<file path="src/rtl/my_mod_pkg.sv">
// Shared widths, result type and helpers for the my_mod block-average unit.
// Optional build macro MY_MOD_SATURATE_EN selects saturating output via sat9().
package my_mod_pkg;

   // Sample and gain widths; a product is DATA_W + GAIN_W bits wide.
   localparam int unsigned DATA_W  = 9;
   localparam int unsigned GAIN_W  = 8;
   localparam int unsigned ProdW   = DATA_W + GAIN_W;

   // Largest supported window exponent and the matching accumulator width.
   localparam int unsigned MaxY    = 7;
   localparam int unsigned MaxAccW = ProdW + MaxY;

   // Output of the saturating result stage: clamped value plus clamp flag.
   typedef struct packed {
      logic [DATA_W-1:0] val;
      logic              sat;
   } sat_res_t;

   // Accumulator width for a window of 2^y samples; large enough that a full
   // window of maximal products cannot overflow.
   function automatic int unsigned acc_w(input int unsigned y);
      return DATA_W + GAIN_W + y;
   endfunction

   // Clamp a shifted window sum to the 9-bit output range.
   function automatic sat_res_t sat9(input logic [MaxAccW-1:0] v);
      sat_res_t r;
      if (|v[MaxAccW-1:DATA_W]) begin
         r.val = '1;
         r.sat = 1'b1;
      end else begin
         r.val = v[DATA_W-1:0];
         r.sat = 1'b0;
      end
      return r;
   endfunction

endpackage

</file>
<file path="src/rtl/my_mod_wincnt.sv">
// Window position counter for my_mod: counts accepted samples 0..2^Y-1 and
// flags the terminal position so the top can close the window.
module my_mod_wincnt #(
   parameter int unsigned Y = 2
) (
   input  logic       clk_i,
   input  logic       rst_i,
   input  logic       adv_i,
   output logic [Y:0] cnt_o,
   output logic       last_o
);

   localparam int unsigned CntW    = Y + 1;
   localparam logic [Y:0]  LastVal = CntW'((1 << Y) - 1);

   logic [Y:0] cnt_q, cnt_d;

   // With Y=0 LastVal is 0, so the counter never leaves 0 and every sample
   // is the last of its window.
   assign last_o = (cnt_q == LastVal);
   assign cnt_o  = cnt_q;

   // Advance on each accepted sample, wrapping after the terminal position.
   always_comb begin
      cnt_d = cnt_q;
      if (adv_i) begin
         cnt_d = last_o ? '0 : cnt_q + CntW'(1);
      end
   end

   // Window position register with synchronous reset.
   always_ff @(posedge clk_i) begin
      if (rst_i) begin
         cnt_q <= '0;
      end else begin
         cnt_q <= cnt_d;
      end
   end

endmodule

</file>
<file path="src/rtl/my_mod.sv">
// my_mod: block-average unit. Accumulates foo*X over windows of 2^Y accepted
// samples and emits the scaled mean as a one-cycle avg_valid pulse.
// Build macro MY_MOD_SATURATE_EN: saturate the mean to 511 and add avg_sat;
// without it the mean wraps to its low 9 bits.
module my_mod
   import my_mod_pkg::*;
#(
   parameter int unsigned X = 1,
   parameter int unsigned Y = 2
) (
   input  logic              clk,
   input  logic              rst,
   input  logic [DATA_W-1:0] foo,
   input  logic              foo_valid,
   output logic [DATA_W-1:0] avg,
   output logic              avg_valid,
`ifdef MY_MOD_SATURATE_EN
   output logic              avg_sat,
`endif
   output logic [Y:0]        win_cnt
);

   localparam int unsigned       AccW = acc_w(Y);
   localparam logic [GAIN_W-1:0] Gain = GAIN_W'(X);

   logic [AccW-1:0]   acc_q, acc_d;
   logic [DATA_W-1:0] avg_q, avg_d;
   logic              avg_valid_q, avg_valid_d;
   logic              sat_q, sat_d;

   logic [ProdW-1:0]  prod;
   logic [AccW-1:0]   sum;
   logic              win_last;
   logic [DATA_W-1:0] res;
   logic              res_sat;

   my_mod_wincnt #(
      .Y (Y)
   ) u_wincnt (
      .clk_i  (clk),
      .rst_i  (rst),
      .adv_i  (foo_valid),
      .cnt_o  (win_cnt),
      .last_o (win_last)
   );

   // Both operands widened to the full product width so nothing is lost.
   assign prod = ProdW'(foo) * ProdW'(Gain);
   assign sum  = acc_q + AccW'(prod);

`ifdef MY_MOD_SATURATE_EN
   sat_res_t sat_res;

   assign sat_res = sat9(MaxAccW'(sum >> Y));
   assign res     = sat_res.val;
   assign res_sat = sat_res.sat;
`else
   assign res     = DATA_W'(sum >> Y);
   assign res_sat = 1'b0;
`endif

   // Accumulate accepted samples; on the last one publish the mean and clear.
   always_comb begin
      acc_d       = acc_q;
      avg_d       = avg_q;
      avg_valid_d = 1'b0;
      sat_d       = 1'b0;
      if (foo_valid) begin
         if (win_last) begin
            acc_d       = '0;
            avg_d       = res;
            avg_valid_d = 1'b1;
            sat_d       = res_sat;
         end else begin
            acc_d = sum;
         end
      end
   end

   // State and output registers; reset discards any sample presented with it.
   always_ff @(posedge clk) begin
      if (rst) begin
         acc_q       <= '0;
         avg_q       <= '0;
         avg_valid_q <= 1'b0;
         sat_q       <= 1'b0;
      end else begin
         acc_q       <= acc_d;
         avg_q       <= avg_d;
         avg_valid_q <= avg_valid_d;
         sat_q       <= sat_d;
      end
   end

   assign avg       = avg_q;
   assign avg_valid = avg_valid_q;

`ifdef MY_MOD_SATURATE_EN
   assign avg_sat = sat_q;
`else
   // Clamp flag has no port in the wrapping build.
   logic unused_sat;
   assign unused_sat = sat_q ^ res_sat;
`endif

endmodule

</file>
<file path="config.mk">
export PLATFORM = sky130hd
export DESIGN_NAME = my_mod
export DESIGN_NICKNAME = d
export VERILOG_FILES = /design/src/rtl/my_mod_pkg.sv /design/src/rtl/my_mod_wincnt.sv /design/src/rtl/my_mod.sv
export SDC_FILE = /design/constraint.sdc
export NUM_CORES = 1
export LEC_CHECK = 0
export CORE_MARGIN = 4
export CORE_UTILIZATION = 44
export CTS_BUF_LIST = sky130_fd_sc_hd__clkbuf_16
export DETAILED_ROUTE_END_ITERATION = 10
export DONT_BUFFER_PORTS = 1
export GPL_TIMING_DRIVEN = 0
export SLEW_MARGIN = 0
export SYNTH_ARGS = -nofsm -noshare
export SYNTH_HDL_FRONTEND = slang
export SYNTH_SLANG_ARGS = --single-unit
export TNS_END_PERCENT = 1
</file>
<file path="constraint.sdc">
create_clock -name clk -period 6.4 [get_ports clk]
set_clock_uncertainty 0.1 [all_clocks]
set_input_delay 1.28 -clock clk [delete_from_list [all_inputs] [get_ports clk]]
set_output_delay 1.28 -clock clk [all_outputs]
set_load 0.01 [all_outputs]
</file>
==> qor.yml <==
status:
  run_status: "finished clean"
clock_network:
  cts_resized: 0
  clk_pin_slew_ns: 0.06
  htreeDepth: 1
  cts_buffers: 3
  cts.sinks: 24
  insertion_delay_ns: 0.25
  clk_path_buf_depth: 2
  cts_setup_buffers: 0
  cts_root_buf: "clkbuf_16"
  cts_tree: "yes"
  cts_hold_buf: 0
worst_setup_path:
  rr_startpoint: "acc_q[0]"
  worstSetupPathType: "primary input to flop"
  cp.depth: 8
  startpoint: "foo[0]"
  required_ns: 6.49
  crit_chain: "ha_1 > inv_1 > fa_1 > nand2b_1 > a21oi_4 > a21oi_2 > or4_1 > o21ai_1"
  cpLargestDelayFamily: "simple AND/OR/NAND/NOR gates"
  setup.worst_path.end: "acc_q[10]"
  r2r_cells: 8
  slowest_delay_ns: 0.47
  reg2reg_to: "acc_q[10]"
  cp_max_fo: 4
  reg2reg_setup_slack_ns: 4.16
  crit_path_start_kind: "primary input"
  crit_buf_inv: 1
  worst_ep_arrival_time_ns: 3.00
  critPathCaptureType: "flop"
  crit_slowest_cell: "or4_1"
placement:
  placement.cell_area_mm2: 0.00131
  dp_hpwl_um: 2020
  dp_cells: 170
  dp_slack_ns: 3.22
  io_buffers: 0
  gp_congestion: 0.732
synth:
  syn-num-nets: 162
  synth_cell_types: 35
  yosysSeqAreaShare: 0.378
  avgSynthCellArea_um2: 9.14
  synthCells: 139
  yosysWarnings: 0
  syn_area_mm2: 0.00127
  synth-seq-cells: 24
timing:
  setup_violations: 0
  finalHoldViolCount: 0
  rsz0062_at_grt: "false"
  fin_setup_tns_ns: 0
  drv_slew: 0
  maxSlewHeadroom: 0.652
  setup_ws_ns: 3.49
  finalCritPeriodShare: 0.455
  fmaxAchievable_ghz: 0.344
  period_needed_ns: 2.91
  max_slew.worst_pin.slew_ns: 0.521
global_route:
  grt_pass1_vias: 969
  overflow: 0
  grt_max_degree: 15
  grtUsageTotal: 0.151
  antenna_found_initial: 0
  grt_pass1_wl_um: 4190
layout:
  final_nets: 167
  insertedDiodeCount: 0
  syn_to_final_growth_pct: 11.3
  layout_commonest_cell: "dfxtp_1"
  fin_area_mm2: 0.00141
  stdcell_count: 174
  layout-drive-gt1-share: 0.0979
  final_cell_mix: "24 x dfxtp_1, 16 x a21oi_1, 11 x a22o_1"
detailed_routing:
  firstDrtPassIters: 4
  ant_nets: 0
  drc: 0
  wire_per_inst_um: 14.6
  drtIter0Drc: 26
  viasPerCell: 5.60
  vias: 974
  wirelength_um: 2530
min_path:
  hold_depth: 1
  hp-class: "flop to flop"
floorplanning:
  die_w_um: 61.7
  die_area_mm2: 0.00381
  ioPinCount: 25
  start_util: 0.461
  fp-row-count: 19
  fp.coreArea_mm2: 0.00276
  dieHeight_um: 61.7
pwr:
  irDropWorstVdd_mv: 0.276
  power_density_mw_per_mm2: 309
  leakagePower_nw: 0.559
run:
  drv_cap: 0
## area by class of cell
class	count	area [um^2]
flip-flops and latches	24	480
clock inverters	1	30.0
well taps	31	38.8
clock buffers	3	75.1
fillers	258	1340
inverters	7	26.3
multi-input cells	104	743
plain buffers	4	20.0
## synth_stat cells
| cell | count | area [um^2] |
|---|---|---|
| a21oi_2 | 2 | 17.5 |
| clkbuf_1 | 2 | 7.51 |
| ha_1 | 10 | 125 |
| nand2_1 | 9 | 33.8 |
| inv_1 | 7 | 26.3 |
| a21o_1 | 1 | 7.51 |
| a211oi_1 | 2 | 15.0 |
| and3_2 | 1 | 7.51 |
| and2_1 | 1 | 6.26 |
| buf_2 | 1 | 5.00 |
| dfxtp_1 | 24 | 480 |
| or4_1 | 1 | 7.51 |
| a22o_1 | 11 | 96.3 |
| xnor2_1 | 7 | 61.3 |
| nand2b_2 | 1 | 8.76 |
| nand4_1 | 1 | 6.26 |
| nor2_1 | 10 | 37.5 |
| fa_1 | 1 | 20.0 |
| xor2_1 | 2 | 17.5 |
| and2b_1 | 1 | 7.51 |
| mux2i_1 | 1 | 10.0 |
| a31oi_2 | 1 | 12.5 |
| o21ai_1 | 3 | 15.0 |
| nand2b_1 | 5 | 31.3 |
| buf_4 | 1 | 7.51 |
| nand3_1 | 7 | 35.0 |
| a21oi_4 | 1 | 16.3 |
| a31oi_1 | 1 | 6.26 |
| o211ai_1 | 1 | 7.51 |
| o22ai_1 | 2 | 12.5 |
| a21boi_1 | 1 | 7.51 |
| mux2_2 | 1 | 11.3 |
| a211oi_2 | 1 | 12.5 |
| a21oi_1 | 16 | 80.1 |
| o21ai_0 | 2 | 10.0 |
## registers in the layout (all words and copies together) (netlist names)
register,cells
avg_valid,1
avg,9
acc_q,11
u_wincnt.cnt_o,3
## layer usage
metal | global-route usage | wire (um) | up-vias
met5 | 0 | 0 | -
met4 | 0.0576 | 46 | 0
met3 | 0.0640 | 147 | 4
met2 | 0.263 | 1310 | 17
met1 | 0.161 | 1030 | 442
li1 | - | - | 511
## metrics by stage
stage	total power [mW]	utilization	hold WS, ns
final	0.437	0.513	0.381
after global routing	0.463	0.513	0.417
after CTS	0.442	0.513	0.388
after detailed placement	0.267	0.475	0.372
after global placement	0.264	0.475	0.360
after floorplan	0.248	-	0.349
## worst min-delay path by stage
stage,to,start
after floorplan,acc_q[0],acc_q[0]
after global placement,acc_q[0],acc_q[0]
after detailed placement,acc_q[7],acc_q[7]
after CTS,acc_q[4],acc_q[4]
after global routing,acc_q[4],acc_q[4]
final,acc_q[7],acc_q[7]
## cell families (layout without fill, tap and decap cells)
group | after synthesis | in the layout | share of synthesized area
xor gates and xnor gates | 9 | 9 | 0.0621
AOI/OAI and AO/OA | 45 | 45 | 0.249
buffers and inverters | 11 | 15 | 0.0365
DFF | 24 | 24 | 0.378
muxes | 2 | 2 | 0.0167
adders and majority gates | 11 | 11 | 0.114
and+or+nand+nor | 37 | 37 | 0.143
## power breakdown
group | internal (mW) | switching [mW]
clock | 0.124 | 0.0502
combinational | 0.0414 | 0.0543
sequential | 0.160 | 0.00752
Note: power is estimated with default switching activity, not from simulation.
